File: config.mk
export PLATFORM = sky130hd
export DESIGN_NAME = pipeline_hazard_ctrl_flat
export DESIGN_NICKNAME = d
export VERILOG_FILES = /design/src/rtl/pipeline_hazard_ctrl_if.sv /design/src/rtl/pipeline_hazard_ctrl.sv /design/src/flat_wrapper.sv
export SDC_FILE = /design/constraint.sdc
export NUM_CORES = 1
export LEC_CHECK = 0
export BUFFER_PORTS_ARGS = -buffer_cell sky130_fd_sc_hd__buf_4
export CAP_MARGIN = 20
export CORE_ASPECT_RATIO = 0.7
export CORE_UTILIZATION = 36
export DETAILED_ROUTE_END_ITERATION = 10
export PLACE_DENSITY = 0.62
export SLEW_MARGIN = 20
export SYNTH_ARGS = -nofsm -noshare
export SYNTH_HDL_FRONTEND = slang
export SYNTH_SLANG_ARGS = --single-unit
File: constraint.sdc
create_clock -name clk -period 2.93 [get_ports clk]
set_input_delay 0.293 -clock clk [delete_from_list [all_inputs] [get_ports clk]]
set_output_delay 0.293 -clock clk [all_outputs]
set_load 0.005 [all_outputs]
File: src/rtl/pipeline_hazard_ctrl_if.sv
// Hazard-control bundle between the pipeline datapath (master) and the stall/flush sequencer (slave).
// The datapath reports hazards here, and the sequencer returns its enables and performance counters.
interface pipeline_hazard_ctrl_if;
    logic [4:0]  ID_rs;
    logic [4:0]  ID_rt;
    logic        ID_uses_rs;
    logic        ID_uses_rt;
    logic        ID_jump;
    logic        EX_Mem_rd;
    logic [4:0]  EX_wr_reg;
    logic        EX_branch_tkn;
    logic        EX_md_start;
    logic        cnt_clr;
    logic        PC_write;
    logic        IF_ID_write;
    logic        IF_ID_flush;
    logic        ID_EX_flush;
    logic        ID_EX_hold;
    logic        EX_MEM_flush;
    logic        md_busy;
    logic        md_done;
    logic [31:0] stall_cnt;
    logic [15:0] flush_cnt;

    modport master (
        output ID_rs, ID_rt, ID_uses_rs, ID_uses_rt, ID_jump,
        output EX_Mem_rd, EX_wr_reg, EX_branch_tkn, EX_md_start, cnt_clr,
        input  PC_write, IF_ID_write, IF_ID_flush, ID_EX_flush, ID_EX_hold,
        input  EX_MEM_flush, md_busy, md_done, stall_cnt, flush_cnt
    );

    modport slave (
        input  ID_rs, ID_rt, ID_uses_rs, ID_uses_rt, ID_jump,
        input  EX_Mem_rd, EX_wr_reg, EX_branch_tkn, EX_md_start, cnt_clr,
        output PC_write, IF_ID_write, IF_ID_flush, ID_EX_flush, ID_EX_hold,
        output EX_MEM_flush, md_busy, md_done, stall_cnt, flush_cnt
    );
endinterface

File: src/rtl/pipeline_hazard_ctrl.sv
// Stall/flush sequencer for the 5-stage pipeline: combinational hazard response with priority,
// a two-state FSM that stalls fetch during a multi-cycle mult/div, and stall/flush counters.
module pipeline_hazard_ctrl #(
    parameter int unsigned MD_LATENCY = 32,
    parameter int unsigned CNT_W      = 6
) (
    input  logic                 clk,
    input  logic                 reset,
    pipeline_hazard_ctrl_if.slave hz
);

    typedef enum logic [0:0] {
        ST_RUN     = 1'b0,
        ST_MD_WAIT = 1'b1
    } state_t;

    state_t             r_state;
    state_t             w_next_state;
    logic [CNT_W-1:0]   r_md_cnt;
    logic [CNT_W-1:0]   w_next_md_cnt;
    logic [31:0]        r_stall_cnt;
    logic [15:0]        r_flush_cnt;

    logic w_load_use;
    logic w_pc_write;
    logic w_if_id_write;
    logic w_if_id_flush;
    logic w_id_ex_flush;
    logic w_id_ex_hold;
    logic w_ex_mem_flush;
    logic w_md_busy;
    logic w_md_done;

    // A load in EX whose non-zero destination feeds a source that ID actually reads.
    function automatic logic load_use_hit(
        input logic       ex_load,
        input logic [4:0] ex_wr,
        input logic [4:0] id_rs,
        input logic [4:0] id_rt,
        input logic       uses_rs,
        input logic       uses_rt
    );
        logic rs_hit;
        logic rt_hit;
        rs_hit = uses_rs && (ex_wr == id_rs);
        rt_hit = uses_rt && (ex_wr == id_rt);
        return ex_load && (ex_wr != 5'd0) && (rs_hit || rt_hit);
    endfunction

    assign w_load_use = load_use_hit(hz.EX_Mem_rd, hz.EX_wr_reg, hz.ID_rs, hz.ID_rt,
                                     hz.ID_uses_rs, hz.ID_uses_rt);

    // Next-state and hazard outputs; every output is forced low while reset is asserted.
    always_comb begin
        w_next_state   = r_state;
        w_next_md_cnt  = r_md_cnt;
        w_pc_write     = 1'b0;
        w_if_id_write  = 1'b0;
        w_if_id_flush  = 1'b0;
        w_id_ex_flush  = 1'b0;
        w_id_ex_hold   = 1'b0;
        w_ex_mem_flush = 1'b0;
        w_md_busy      = 1'b0;
        w_md_done      = 1'b0;
        if (reset) begin
            w_next_state  = ST_RUN;
            w_next_md_cnt = {CNT_W{1'b0}};
        end else begin
            case (r_state)
                ST_RUN: begin
                    w_pc_write    = 1'b1;
                    w_if_id_write = 1'b1;
                    if (hz.EX_branch_tkn) begin
                        w_if_id_flush = 1'b1;
                        w_id_ex_flush = 1'b1;
                    end else if (hz.EX_md_start) begin
                        w_pc_write    = 1'b0;
                        w_if_id_write = 1'b0;
                        w_id_ex_hold  = 1'b1;
                        w_md_busy     = 1'b1;
                        // A single-cycle unit finishes in its start cycle and never leaves RUN.
                        if (MD_LATENCY == 1) begin
                            w_md_done = 1'b1;
                        end else begin
                            w_ex_mem_flush = 1'b1;
                            w_next_md_cnt  = CNT_W'(MD_LATENCY - 1);
                            w_next_state   = ST_MD_WAIT;
                        end
                    end else if (w_load_use) begin
                        w_pc_write    = 1'b0;
                        w_if_id_write = 1'b0;
                        w_id_ex_flush = 1'b1;
                    end else if (hz.ID_jump) begin
                        w_if_id_flush = 1'b1;
                    end else begin
                        w_if_id_flush = 1'b0;
                    end
                end
                ST_MD_WAIT: begin
                    w_id_ex_hold  = 1'b1;
                    w_md_busy     = 1'b1;
                    w_next_md_cnt = r_md_cnt - CNT_W'(1);
                    if (r_md_cnt == CNT_W'(1)) begin
                        w_md_done    = 1'b1;
                        w_next_state = ST_RUN;
                    end else begin
                        w_ex_mem_flush = 1'b1;
                    end
                end
                default: begin
                    w_next_state  = ST_RUN;
                    w_next_md_cnt = {CNT_W{1'b0}};
                end
            endcase
        end
    end

    // FSM state and mult/div down-counter.
    always_ff @(posedge clk or posedge reset) begin
        if (reset) begin
            r_state  <= ST_RUN;
            r_md_cnt <= {CNT_W{1'b0}};
        end else begin
            r_state  <= w_next_state;
            r_md_cnt <= w_next_md_cnt;
        end
    end

    // Performance counters: stall count wraps, flush count saturates, clear beats increment.
    always_ff @(posedge clk or posedge reset) begin
        if (reset) begin
            r_stall_cnt <= 32'd0;
            r_flush_cnt <= 16'd0;
        end else if (hz.cnt_clr) begin
            r_stall_cnt <= 32'd0;
            r_flush_cnt <= 16'd0;
        end else begin
            if (!w_pc_write) begin
                r_stall_cnt <= r_stall_cnt + 32'd1;
            end else begin
                r_stall_cnt <= r_stall_cnt;
            end
            if (w_if_id_flush && (r_flush_cnt != 16'hFFFF)) begin
                r_flush_cnt <= r_flush_cnt + 16'd1;
            end else begin
                r_flush_cnt <= r_flush_cnt;
            end
        end
    end

    assign hz.PC_write     = w_pc_write;
    assign hz.IF_ID_write  = w_if_id_write;
    assign hz.IF_ID_flush  = w_if_id_flush;
    assign hz.ID_EX_flush  = w_id_ex_flush;
    assign hz.ID_EX_hold   = w_id_ex_hold;
    assign hz.EX_MEM_flush = w_ex_mem_flush;
    assign hz.md_busy      = w_md_busy;
    assign hz.md_done      = w_md_done;
    assign hz.stall_cnt    = r_stall_cnt;
    assign hz.flush_cnt    = r_flush_cnt;

endmodule

File: src/flat_wrapper.sv
// flat-port wrapper written by rule: the top's interface ports become plain ports
module pipeline_hazard_ctrl_flat 
#(
    parameter int unsigned MD_LATENCY = 32,
    parameter int unsigned CNT_W      = 6
)
  (clk, reset, hz_ID_rs, hz_ID_rt, hz_ID_uses_rs, hz_ID_uses_rt, hz_ID_jump, hz_EX_Mem_rd, hz_EX_wr_reg, hz_EX_branch_tkn, hz_EX_md_start, hz_cnt_clr, hz_PC_write, hz_IF_ID_write, hz_IF_ID_flush, hz_ID_EX_flush, hz_ID_EX_hold, hz_EX_MEM_flush, hz_md_busy, hz_md_done, hz_stall_cnt, hz_flush_cnt);
  pipeline_hazard_ctrl_if hz_i ();
  input  logic clk;
  input  logic reset;
  input wire logic [$bits(hz_i.ID_rs)-1:0] hz_ID_rs;
  input wire logic [$bits(hz_i.ID_rt)-1:0] hz_ID_rt;
  input wire logic [$bits(hz_i.ID_uses_rs)-1:0] hz_ID_uses_rs;
  input wire logic [$bits(hz_i.ID_uses_rt)-1:0] hz_ID_uses_rt;
  input wire logic [$bits(hz_i.ID_jump)-1:0] hz_ID_jump;
  input wire logic [$bits(hz_i.EX_Mem_rd)-1:0] hz_EX_Mem_rd;
  input wire logic [$bits(hz_i.EX_wr_reg)-1:0] hz_EX_wr_reg;
  input wire logic [$bits(hz_i.EX_branch_tkn)-1:0] hz_EX_branch_tkn;
  input wire logic [$bits(hz_i.EX_md_start)-1:0] hz_EX_md_start;
  input wire logic [$bits(hz_i.cnt_clr)-1:0] hz_cnt_clr;
  output wire logic [$bits(hz_i.PC_write)-1:0] hz_PC_write;
  output wire logic [$bits(hz_i.IF_ID_write)-1:0] hz_IF_ID_write;
  output wire logic [$bits(hz_i.IF_ID_flush)-1:0] hz_IF_ID_flush;
  output wire logic [$bits(hz_i.ID_EX_flush)-1:0] hz_ID_EX_flush;
  output wire logic [$bits(hz_i.ID_EX_hold)-1:0] hz_ID_EX_hold;
  output wire logic [$bits(hz_i.EX_MEM_flush)-1:0] hz_EX_MEM_flush;
  output wire logic [$bits(hz_i.md_busy)-1:0] hz_md_busy;
  output wire logic [$bits(hz_i.md_done)-1:0] hz_md_done;
  output wire logic [$bits(hz_i.stall_cnt)-1:0] hz_stall_cnt;
  output wire logic [$bits(hz_i.flush_cnt)-1:0] hz_flush_cnt;
  assign hz_i.ID_rs = hz_ID_rs;
  assign hz_i.ID_rt = hz_ID_rt;
  assign hz_i.ID_uses_rs = hz_ID_uses_rs;
  assign hz_i.ID_uses_rt = hz_ID_uses_rt;
  assign hz_i.ID_jump = hz_ID_jump;
  assign hz_i.EX_Mem_rd = hz_EX_Mem_rd;
  assign hz_i.EX_wr_reg = hz_EX_wr_reg;
  assign hz_i.EX_branch_tkn = hz_EX_branch_tkn;
  assign hz_i.EX_md_start = hz_EX_md_start;
  assign hz_i.cnt_clr = hz_cnt_clr;
  assign hz_PC_write = hz_i.PC_write;
  assign hz_IF_ID_write = hz_i.IF_ID_write;
  assign hz_IF_ID_flush = hz_i.IF_ID_flush;
  assign hz_ID_EX_flush = hz_i.ID_EX_flush;
  assign hz_ID_EX_hold = hz_i.ID_EX_hold;
  assign hz_EX_MEM_flush = hz_i.EX_MEM_flush;
  assign hz_md_busy = hz_i.md_busy;
  assign hz_md_done = hz_i.md_done;
  assign hz_stall_cnt = hz_i.stall_cnt;
  assign hz_flush_cnt = hz_i.flush_cnt;
  pipeline_hazard_ctrl #(.MD_LATENCY(MD_LATENCY), .CNT_W(CNT_W)) u_core (.clk(clk), .reset(reset), .hz(hz_i));
endmodule
==> impl_metrics.env <==
export IMPL_diodes=0
export IMPL_drive_above_1_share_pct=26.0
export IMPL_yosys_most_used_dff="dfrtp_1"
export IMPL_synth_fp_nets=381
export IMPL_p_int_mw=1.18
export IMPL_die_w_um=115
export IMPL_arrival_ns=2.67
export IMPL_endpoint="u_core.hz.stall_cnt[31]"
export IMPL_final_antenna_net_count=0
export IMPL_timing_rr_start="u_core.hz.stall_cnt[8]"
export IMPL_cts_root_buf="clkbuf_16"
export IMPL_crit_path_cell_trace="nand4_4 > or4_4 > nor3_4 > nand3_2 > nor4_1 > mux2_2"
export IMPL_finalCritPeriodShare_pct=85.1
export IMPL_swShare_pct=26.2
export IMPL_dpl_cell_area_mm2=0.00387
export IMPL_synth_top_area_share_pct=43.1
export IMPL_required_ns=3.11
export IMPL_synthToLayoutAreaGrowth_pct=25.7
export IMPL_final_area_mm2=0.00402
export IMPL_multi_input_comb_area_mm2=0.00166
export IMPL_vias=2911
export IMPL_wl_per_cell_um=14.6
export IMPL_layout_setup_ws_ns=0.437
export IMPL_final_setup_tns_ns=0
export IMPL_async_flop_share_pct=100
export IMPL_path_clk_slew_ns=0.07
export IMPL_grt_antenna_before_repair=0
export IMPL_fillers=832
export IMPL_reg2reg_depth=6
export IMPL_viasPerCell=5.36
export IMPL_insertion_delay_ns=0.29
export IMPL_cp_start_kind="register"
export IMPL_yosysWarnings=0
export IMPL_netSwitchingPower_uw=418
export IMPL_crit_path_top_delay_cell="or4_4"
export IMPL_dp_slack_ns=0.373
export IMPL_critPathLaunch="u_core.hz.stall_cnt[8]"
export IMPL_yosysMostFrequentCell="dfrtp_1"
export IMPL_min_path_type="primary input to register"
export IMPL_ys_types=48
export IMPL_rsz0062_at_grt="no"
export IMPL_post_synth_top_area_cell="dfrtp_1"
export IMPL_cts_max_level=2
export IMPL_dr_pass1_iters=4
export IMPL_drc=0
export IMPL_synth_seq_area_share_pct=43.1
export IMPL_pwr_share_clk_pct=37.2
export IMPL_syn_inst=353
export IMPL_ios=80
export IMPL_wirelength_um=7920
export IMPL_seqPwrFrac_pct=49.9
export IMPL_worstMarginPinSlew_ns=0.724
export IMPL_fmax_mhz=401
export IMPL_grtUsageMet3_pct=2.91
export IMPL_port_buffers=79
export IMPL_finalCriticalPeriod_ns=2.49
export IMPL_reg2reg_to="u_core.hz.stall_cnt[31]"
export IMPL_hold_viol_final=0
export IMPL_outcome="completed"
export IMPL_syn_area_mm2=0.00319
export IMPL_first_iter_violations=166
export IMPL_sequential_cell_area_mm2=0.00138
export IMPL_synth_area_leaders="dfrtp_1 (43%), a21oi_1 (6.7%), o31ai_1 (5.2%), or4_1 (4.9%), or3_1 (3.7%)"
export IMPL_core_area_mm2=0.00851
export IMPL_grt_pass1_wl_um=12800
export IMPL_synth_seq_cells=55
export IMPL_grt_pass1_vias=2573
export IMPL_maxCapViolations=0
export IMPL_ir_drop_uv=227
export IMPL_clkSinkCount=55
export IMPL_synth_edff_count=0
export IMPL_clk_path_buf_depth=2
export IMPL_cts_tree="built"
export IMPL_cp_max_fo=7
export IMPL_r2r_slack_ns=0.44
export IMPL_dp_hpwl_um=5450
export IMPL_final_nets=450
export IMPL_power_frac_comb_pct=12.9
export IMPL_cts_resized=0
export IMPL_fin_util_pct=47.2
export IMPL_crit_type="register to register"
export IMPL_crit_path_end_kind="register"
export IMPL_power_density_mw_per_mm2=397
export IMPL_gp_congestion=0.803
export IMPL_finalSetupViolCount=0
export IMPL_row_count=28
export IMPL_post_cts_repair_setup_buffers=0
export IMPL_synth_avg_cell_area_um2=9.05
export IMPL_cts_made_buffers=5
export IMPL_postCtsHoldBufs=0
export IMPL_grt_busiest_layer="met2"
export IMPL_synthTopCellsByCount="dfrtp_1 (55), a21oi_1 (43), nand2_1 (27)"
export IMPL_p_total_mw=1.59
export IMPL_finalClockSkew_ns=0.00725
export IMPL_grtUsageMet2_pct=27.2
export IMPL_fp_dieH_um=80.8
export IMPL_globalRouteMet1Util_pct=25.3
export IMPL_grt_max_degree=56
export IMPL_timing_critical_path_slowest_cell_delay_ns=0.61
export IMPL_initial_utilization_pct=37.5
export IMPL_grt_overflow_total=0
export IMPL_slew_viol_final=0
export IMPL_p_leak_nw=1.67
export IMPL_die_area_mm2=0.00926
export IMPL_max_slew_margin_pct=51.7
export IMPL_track_usage_pct=17.6
[critical path: cells and delay by family (launching register included)]
family | cells | cell delay (ns)
multiplexers | 1 | 0.38
flip-flops | 1 | 0.48
AND/OR/NAND/NOR | 5 | 1.51
[worst min path at each step]
stage	depth (start not counted)	slack [ns]	end	startpoint
after global routing	2	0.25	u_core.r_md_cnt[0]	reset
after CTS	2	0.24	u_core.r_md_cnt[0]	reset
final	2	0.25	u_core.r_md_cnt[0]	reset
after global placement	1	0.51	u_core.r_md_cnt[2]	u_core.r_md_cnt[2]
after detailed placement	1	0.51	u_core.r_md_cnt[2]	u_core.r_md_cnt[2]
after floorplan	1	0.47	u_core.r_md_cnt[2]	u_core.r_md_cnt[2]
[cell families (layout without fill, tap and decap cells)]
logic type	count (synthesis)	count (layout)	share of synthesized area [%]
buf+inv	32	102	5.17
compound gates	95	95	17.7
xor+xnor	13	13	3.56
fa+ha+maj	4	4	1.57
simple gates	147	147	26.6
flops	55	55	43.1
mux	7	7	2.39
[stage by stage]
step / std cells / hold slack, ns
3_5_place_dp: 535 / 0.506
2_1_floorplan: 353 / 0.474
6_report: 543 / 0.250
4_1_cts: 543 / 0.242
3_3_place_gp: 535 / 0.507
5_1_grt: 543 / 0.254
[per-layer routing]
layer	part of all wire, %	up-vias
li1	-	1463
met1	52	1393
met2	44	50
met3	3.3	5
met4	0.61	0
met5	0	-
[power by group through the flow]
| stage | combinational [mW] | sequential [mW] | clock [mW] |
|---|---|---|---|
| 6_report | 0.205 | 0.796 | 0.594 |
| 5_1_grt | 0.228 | 0.797 | 0.633 |
| 4_1_cts | 0.207 | 0.795 | 0.612 |
| 3_5_place_dp | 0.206 | 0.810 | 0 |
| 3_3_place_gp | 0.201 | 0.810 | 0 |
| 2_1_floorplan | 0.127 | 0.805 | 0 |
[sequential cells by signal, indices dropped and copies added, names as in the netlist]
name,cells
u_core.hz.stall_cnt,32
u_core.hz.flush_cnt,16
u_core.r_md_cnt,6
u_core.r_state,1
[cell type report]
cell class	count	share of cell area [%]
Tap cell	120	3.74
Clock inverter	2	0.312
Timing Repair Buffer	85	16.2
Sequential cell	55	34.3
Inverter	9	0.841
Multi-Input combinational cell	266	41.4
Clock buffer	6	3.21
[cells in the final DEF (no fill, tap or decap), types with 2 or more instances in the layout]
| master | count |
|---|---|
| dfrtp_1 | 55 |
| or3_2 | 2 |
| clkbuf_16 | 5 |
| and3_1 | 2 |
| a21oi_1 | 43 |
| nand4_1 | 10 |
| or4_2 | 2 |
| a211oi_1 | 2 |
| o31ai_1 | 22 |
| xnor2_1 | 10 |
| nor3_1 | 2 |
| or4_1 | 21 |
| nor2b_1 | 6 |
| mux2i_1 | 2 |
| o22ai_1 | 2 |
| o21ai_0 | 18 |
| and4_1 | 3 |
| ha_1 | 4 |
| and2_1 | 2 |
| nand2_1 | 27 |
| or3_1 | 19 |
| buf_4 | 84 |
| nand3_1 | 16 |
| xor2_1 | 3 |
| mux2_2 | 5 |
| nor4_1 | 5 |
| inv_1 | 8 |
| nor2_1 | 23 |
Note: power is estimated with default switching activity, not from simulation.
